## config.mk

```make
export PLATFORM = sky130hd
export DESIGN_NAME = generic_sync_fifo_env_ram
export DESIGN_NICKNAME = d
export VERILOG_FILES = /design/src/rtl/generic_sync_fifo_env_ram.sv
export SDC_FILE = /design/constraint.sdc
export NUM_CORES = 1
export LEC_CHECK = 0
export CORE_MARGIN = 4
export CORE_UTILIZATION = 57
export CTS_BUF_LIST = sky130_fd_sc_hd__clkbuf_8 sky130_fd_sc_hd__clkbuf_16
export DETAILED_ROUTE_END_ITERATION = 12
export DONT_BUFFER_PORTS = 1
export GPL_TIMING_DRIVEN = 0
export PLACE_DENSITY = 0.85
export SYNTH_ARGS = -nofsm -noshare
export SYNTH_HDL_FRONTEND = slang
export SYNTH_SLANG_ARGS = --single-unit
```

## constraint.sdc

```tcl
create_clock -name clk -period 2.8 [get_ports clk]
set_input_delay 0.56 -clock clk [delete_from_list [all_inputs] [get_ports clk]]
set_output_delay 0.56 -clock clk [all_outputs]
set_load 0.03 [all_outputs]
```

## src/rtl/generic_sync_fifo_env_ram.sv

```systemverilog
// Single-clock FIFO with register-file storage, non-power-of-2 depth,
// programmable almost-full/empty thresholds and standard or FWFT read mode.
module generic_sync_fifo_env_ram #(
  parameter int unsigned PTR_WIDTH      = 4,
  parameter int unsigned NUM_OF_ENTRIES = 12,
  parameter int unsigned DAT_WIDTH      = 17,
  parameter int unsigned AFULL_TH       = 10,
  parameter int unsigned AEMPTY_TH      = 2,
  parameter int unsigned FWFT           = 0
) (
  input  logic                 clk,
  input  logic                 reset_n,
  input  logic                 flush,
  input  logic                 wr_op,
  input  logic [DAT_WIDTH-1:0] wr_data,
  input  logic                 rd_op,
  input  logic                 err_clr,
  output logic [DAT_WIDTH-1:0] rd_data,
  output logic                 rd_valid,
  output logic                 full,
  output logic                 empty,
  output logic                 afull,
  output logic                 aempty,
  output logic [PTR_WIDTH:0]   entry_used,
  output logic                 wr_full_err,
  output logic                 rd_empty_err
);

  localparam int unsigned CNT_W = PTR_WIDTH + 1;
  localparam logic [PTR_WIDTH-1:0] LAST_ADDR = PTR_WIDTH'(NUM_OF_ENTRIES - 1);

  logic [DAT_WIDTH-1:0] mem_q [NUM_OF_ENTRIES];

  logic [PTR_WIDTH-1:0] wr_addr_q, wr_addr_d;
  logic [PTR_WIDTH-1:0] rd_addr_q, rd_addr_d;
  logic [CNT_W-1:0]     cnt_q, cnt_d;
  logic                 full_q, full_d;
  logic                 empty_q, empty_d;
  logic                 afull_q, afull_d;
  logic                 aempty_q, aempty_d;
  logic                 wr_full_err_q, wr_full_err_d;
  logic                 rd_empty_err_q, rd_empty_err_d;
  logic                 wr_acc, rd_acc;

  // Acceptance, pointer/count update and flag decode from the next count
  always_comb begin
    wr_acc         = wr_op && !full_q && !flush;
    rd_acc         = rd_op && !empty_q && !flush;
    wr_addr_d      = wr_addr_q;
    rd_addr_d      = rd_addr_q;
    cnt_d          = cnt_q;
    wr_full_err_d  = wr_full_err_q;
    rd_empty_err_d = rd_empty_err_q;

    if (flush) begin
      wr_addr_d = '0;
      rd_addr_d = '0;
      cnt_d     = '0;
    end else begin
      if (wr_acc) wr_addr_d = (wr_addr_q == LAST_ADDR) ? '0 : wr_addr_q + PTR_WIDTH'(1);
      if (rd_acc) rd_addr_d = (rd_addr_q == LAST_ADDR) ? '0 : rd_addr_q + PTR_WIDTH'(1);
      case ({wr_acc, rd_acc})
        2'b10:   cnt_d = cnt_q + CNT_W'(1);
        2'b01:   cnt_d = cnt_q - CNT_W'(1);
        default: cnt_d = cnt_q;
      endcase
    end

    full_d   = (cnt_d == CNT_W'(NUM_OF_ENTRIES));
    empty_d  = (cnt_d == '0);
    afull_d  = (cnt_d >= CNT_W'(AFULL_TH));
    aempty_d = (cnt_d <= CNT_W'(AEMPTY_TH));

    // Set takes priority over clear
    if (err_clr) begin
      wr_full_err_d  = 1'b0;
      rd_empty_err_d = 1'b0;
    end
    if (wr_op && full_q && !flush)  wr_full_err_d  = 1'b1;
    if (rd_op && empty_q && !flush) rd_empty_err_d = 1'b1;
  end

  always_ff @(posedge clk or negedge reset_n) begin
    if (!reset_n) begin
      wr_addr_q      <= '0;
      rd_addr_q      <= '0;
      cnt_q          <= '0;
      full_q         <= 1'b0;
      empty_q        <= 1'b1;
      afull_q        <= 1'b0;
      aempty_q       <= 1'b1;
      wr_full_err_q  <= 1'b0;
      rd_empty_err_q <= 1'b0;
    end else begin
      wr_addr_q      <= wr_addr_d;
      rd_addr_q      <= rd_addr_d;
      cnt_q          <= cnt_d;
      full_q         <= full_d;
      empty_q        <= empty_d;
      afull_q        <= afull_d;
      aempty_q       <= aempty_d;
      wr_full_err_q  <= wr_full_err_d;
      rd_empty_err_q <= rd_empty_err_d;
    end
  end

  // Storage array is intentionally not reset
  always_ff @(posedge clk) begin
    if (wr_acc) mem_q[wr_addr_q] <= wr_data;
  end

  generate
    if (FWFT == 0) begin : g_std
      logic [DAT_WIDTH-1:0] rd_data_q, rd_data_d;
      logic                 rd_valid_q, rd_valid_d;

      always_comb begin
        rd_data_d  = rd_data_q;
        rd_valid_d = rd_acc;
        if (rd_acc) rd_data_d = mem_q[rd_addr_q];
      end

      always_ff @(posedge clk or negedge reset_n) begin
        if (!reset_n) begin
          rd_data_q  <= '0;
          rd_valid_q <= 1'b0;
        end else begin
          rd_data_q  <= rd_data_d;
          rd_valid_q <= rd_valid_d;
        end
      end

      assign rd_data  = rd_data_q;
      assign rd_valid = rd_valid_q;
    end else begin : g_fwft
      // Head word is shown directly; rd_op acknowledges it
      assign rd_data  = mem_q[rd_addr_q];
      assign rd_valid = !empty_q;
    end
  endgenerate

  assign full         = full_q;
  assign empty        = empty_q;
  assign afull        = afull_q;
  assign aempty       = aempty_q;
  assign entry_used   = cnt_q;
  assign wr_full_err  = wr_full_err_q;
  assign rd_empty_err = rd_empty_err_q;

endmodule

```

==> metrics.txt <==
# TYPE chip_impl_metric gauge
chip_impl_metric{name="min_period_over_period",unit=""} 0.983
chip_impl_metric{name="initial_util",unit=""} 0.578
chip_impl_metric{name="floorplan.core_area",unit="µm²"} 16500
chip_impl_metric{name="syn_avg_cell_area",unit="µm²"} 17.9
chip_impl_metric{name="setup_ws",unit="ns"} 0.0477
chip_impl_info{name="hold_path_startpoint",value="wr_data[13]"} 1
chip_impl_metric{name="power-per-cell-area",unit="nW/µm²"} 773
chip_impl_metric{name="fmaxAchievable",unit="GHz"} 0.363
chip_impl_metric{name="grt_start_max_net_pins",unit=""} 38
chip_impl_metric{name="synth.yosys.warnings",unit=""} 0
chip_impl_metric{name="detailroute.via_count",unit=""} 5101
chip_impl_metric{name="setup_violations",unit=""} 0
chip_impl_info{name="netlist_top_cells_count",value="sky130_fd_sc_hd__edfxtp_1, sky130_fd_sc_hd__nand2_1, sky130_fd_sc_hd__mux4_2"} 1
chip_impl_info{name="hold_class",value="in -> reg"} 1
chip_impl_info{name="critical_path_class",value="reg -> reg"} 1
chip_impl_metric{name="final_net_count",unit=""} 597
chip_impl_info{name="tritoncts",value="yes"} 1
chip_impl_metric{name="grt_pass1_wl",unit="µm"} 32000
chip_impl_metric{name="max_h_tree_level",unit=""} 1
chip_impl_metric{name="tritoncts_num_sinks",unit=""} 241
chip_impl_info{name="status",value="complete, no violations"} 1
chip_impl_metric{name="detail-route-antenna-nets",unit=""} 0
chip_impl_metric{name="num_antenna_cells",unit=""} 0
chip_impl_metric{name="vdd_drop_max",unit="mV"} 0.490
chip_impl_metric{name="number_of_buffers_created_by_cts",unit=""} 24
chip_impl_metric{name="post-synth-top-area-fraction",unit=""} 0.642
chip_impl_info{name="synth_flop_cell",value="sky130_fd_sc_hd__edfxtp_1"} 1
chip_impl_metric{name="number_of_buffer_and_inverter_stages_on_the_critical_path",unit=""} 1
chip_impl_metric{name="flow.area_growth_from_synthesis",unit="%"} 12.7
chip_impl_metric{name="crit_fanout",unit=""} 4
chip_impl_info{name="min_delay_worst_endpoint",value="mem_q[9][13]"} 1
chip_impl_metric{name="avgViaCountPerCell",unit=""} 6.34
chip_impl_metric{name="ff2ff_setup_slack",unit="ns"} 0.05
chip_impl_metric{name="path_clk_slew",unit="ns"} 0.06
chip_impl_metric{name="synth-seq-cells",unit=""} 241
chip_impl_metric{name="drt_drc_violations_left",unit=""} 0
chip_impl_info{name="synth.most_common_cell",value="sky130_fd_sc_hd__edfxtp_1"} 1
chip_impl_metric{name="floorplan.die.width",unit="µm"} 137
chip_impl_metric{name="post-place-cells",unit=""} 754
chip_impl_metric{name="post-route-min-period",unit="ns"} 2.75
chip_impl_metric{name="asyncSetResetFlopFracSynth",unit=""} 0.154
chip_impl_metric{name="post_synth_inst_count",unit=""} 534
chip_impl_metric{name="timing.final.max_slew_violations",unit=""} 0
chip_impl_metric{name="min_path_cells",unit=""} 0
chip_impl_metric{name="globalRouteTotalUtil",unit=""} 0.232
chip_impl_metric{name="worst_r2r_path_depth",unit=""} 10
chip_impl_metric{name="synth_cell_types",unit=""} 48
chip_impl_metric{name="maximum_single_stage_delay_on_the_critical_path",unit="ns"} 0.50
chip_impl_info{name="cp-end-kind",value="register"} 1
chip_impl_metric{name="static-leakage-power",unit="nW"} 3.63
chip_impl_metric{name="worst_ep_required_time",unit="ns"} 3.19
chip_impl_metric{name="globalplace.congestion",unit=""} 0.787
chip_impl_metric{name="globalRouteOverflowTotal",unit=""} 0
chip_impl_metric{name="final-instance-count-excl-fill",unit=""} 805
chip_impl_metric{name="finClkSkew",unit="ns"} 0.0113
chip_impl_metric{name="cp_data_arrival_time",unit="ns"} 3.14
chip_impl_metric{name="std_cell_rows",unit=""} 47
chip_impl_metric{name="pre_cts_ws",unit="ns"} -0.231
chip_impl_metric{name="number_of_enable_flip_flop_cells_after_synthesis",unit=""} 204
chip_impl_metric{name="max_cap_violations",unit=""} 0
chip_impl_metric{name="clock_latency_on_the_worst_skew_pair",unit="ns"} 0.51
chip_impl_metric{name="wl_per_cell",unit="µm"} 25.8
chip_impl_metric{name="num_io_pins",unit=""} 52
chip_impl_info{name="cp_cell_sequence",value="or3b_4, clkinv_4, nand2_2, xnor2_1, ha_2, a21oi_2, a21boi_2, nor3_1, or4b_1, a31o_1"} 1
chip_impl_metric{name="syn-num-nets",unit=""} 564
chip_impl_metric{name="port_buffers",unit=""} 0
chip_impl_metric{name="tightest_slew",unit="ns"} 1.22
chip_impl_metric{name="grt_antenna_before_repair",unit=""} 0
chip_impl_info{name="critPathLaunchType",value="register"} 1
chip_impl_info{name="synth_top_cells_by_area",value="sky130_fd_sc_hd__edfxtp_1, sky130_fd_sc_hd__mux4_2, sky130_fd_sc_hd__dfrtp_1"} 1
chip_impl_metric{name="hold_viol_final",unit=""} 0
chip_impl_info{name="endpoint_of_the_most_critical_register_to_register_path",value="afull"} 1
chip_impl_metric{name="die_area",unit="µm²"} 18900
chip_impl_metric{name="combined_area_of_all_synthesized_cells",unit="µm²"} 9550
chip_impl_info{name="ctsRootBufferMaster",value="sky130_fd_sc_hd__clkbuf_16"} 1
chip_impl_info{name="cpLargestDelayFamily",value="simple AND/OR/NAND/NOR gates"} 1
chip_impl_metric{name="core_util_final",unit=""} 0.651
chip_impl_metric{name="cts_max_path_buffers",unit=""} 3
chip_impl_metric{name="detail_route.iter0.violations",unit=""} 682
chip_impl_metric{name="grt_pass1_vias",unit=""} 5469
chip_impl_metric{name="die_height",unit="µm"} 137
chip_impl_metric{name="holdWs",unit="ns"} 0.141
chip_impl_info{name="rsz0062_at_grt",value="yes"} 1
chip_impl_metric{name="wirelength",unit="µm"} 20800
chip_impl_metric{name="dp_hpwl",unit="µm"} 12100
chip_impl_metric{name="max_slew_margin",unit=""} 0.189
chip_impl_metric{name="synth.yosys.seq_area_share",unit=""} 0.739
chip_impl_info{name="crit_slowest_cell",value="sky130_fd_sc_hd__or4b_1"} 1
chip_impl_info{name="rr_startpoint",value="empty"} 1
chip_impl_info{name="yosysTopAreaCell",value="sky130_fd_sc_hd__edfxtp_1"} 1
chip_impl_metric{name="final_layout_size_suffix_gt1_frac",unit=""} 0.226
chip_impl_metric{name="dr.pass1.iters",unit=""} 5
==> final cells by class <==
| type | instances | area (µm²) |
|---|---|---|
| Clock inverter | 16 | 154 |
| Fill cell | 1035 | 5760 |
| Multi-Input combinational cell | 257 | 2380 |
| Inverter | 8 | 35.0 |
| Timing Repair Buffer | 7 | 67.6 |
| Clock buffer | 28 | 667 |
| Buffer | 28 | 128 |
| Tap cell | 220 | 275 |
| Sequential cell | 241 | 7060 |
==> registers in the layout, indices dropped and copies added (netlist names), 4 cells and up <==
signal      flops
mem_q         204
wr_addr_q       4
rd_data        17
rd_addr_q       4
entry_used      5
==> cell usage in the layout (no fill, tap or decap), types with 8 or more instances in the layout <==
cell / synthesis / routed
sky130_fd_sc_hd__dfrtp_1: 35 / 34
sky130_fd_sc_hd__nand2_1: 64 / 63
sky130_fd_sc_hd__clkbuf_16: 0 / 25
sky130_fd_sc_hd__clkinv_2: 1 / 8
sky130_fd_sc_hd__nor2_1: 10 / 10
sky130_fd_sc_hd__edfxtp_1: 204 / 204
sky130_fd_sc_hd__clkbuf_1: 17 / 17
sky130_fd_sc_hd__o21ai_0: 22 / 22
sky130_fd_sc_hd__a21oi_1: 41 / 40
sky130_fd_sc_hd__inv_1: 6 / 9
sky130_fd_sc_hd__mux4_2: 51 / 51
==> worst max-delay path by stage <==
| stage | endpoint | startpoint | cells after the start | slack, ns |
|---|---|---|---|---|
| finish | afull | empty | 10 | 0.05 |
| global route | afull | full | 7 | -0.06 |
| CTS | afull | empty | 10 | 0.001 |
| floorplan | full | flush | 11 | -0.007 |
| detailed placement | afull | flush | 11 | -0.23 |
| global placement | full | flush | 11 | -0.10 |
==> metrics by stage <==
stage | setup TNS, ns | area [µm²] | power [mW]
final | 0 | 10800 | 8.32
after floorplan | -0.00673 | 9580 | 4.92
after global placement | -0.325 | 9860 | 5.06
after detailed placement | -10.11 | 9860 | 5.10
after CTS | 0 | 10700 | 8.35
after global routing | -0.427 | 10800 | 8.61
==> kinds of logic (layout without fill, tap and decap cells) <==
logic type / Yosys count / count (layout) / share of synthesized area
flip-flops: 241 / 241 / 0.739
buffers and inverters: 36 / 87 / 0.0166
adder cells (fa/ha/maj): 7 / 7 / 0.00917
XOR/XNOR: 3 / 3 / 0.00275
multiplexers: 56 / 56 / 0.126
AND/OR/NAND/NOR: 111 / 111 / 0.0574
AO/OA/AOI/OAI: 80 / 80 / 0.0491
==> power by group <==
group | internal, mW | switching, mW
clock network | 1.98 | 1.28
logic | 0.280 | 0.336
registers | 4.05 | 0.388
==> metal layers <==
metal / vias up / track usage / part of all wire
li1: 2156 / - / -
met5: - / 0 / 0
met2: 307 / 0.387 / 0.51
met1: 2582 / 0.296 / 0.36
met3: 56 / 0.0522 / 0.088
met4: 0 / 0.0976 / 0.034
==> timing repair <==
item                                   CTS  global route
hold buffers                             2             0
gates resized for setup                  1             8
pin swaps                                0             5
endpoints found under the hold margin   37             0
setup endpoints to repair               19            98
setup buffers                            0             5
(Power assumes the default switching activity.)
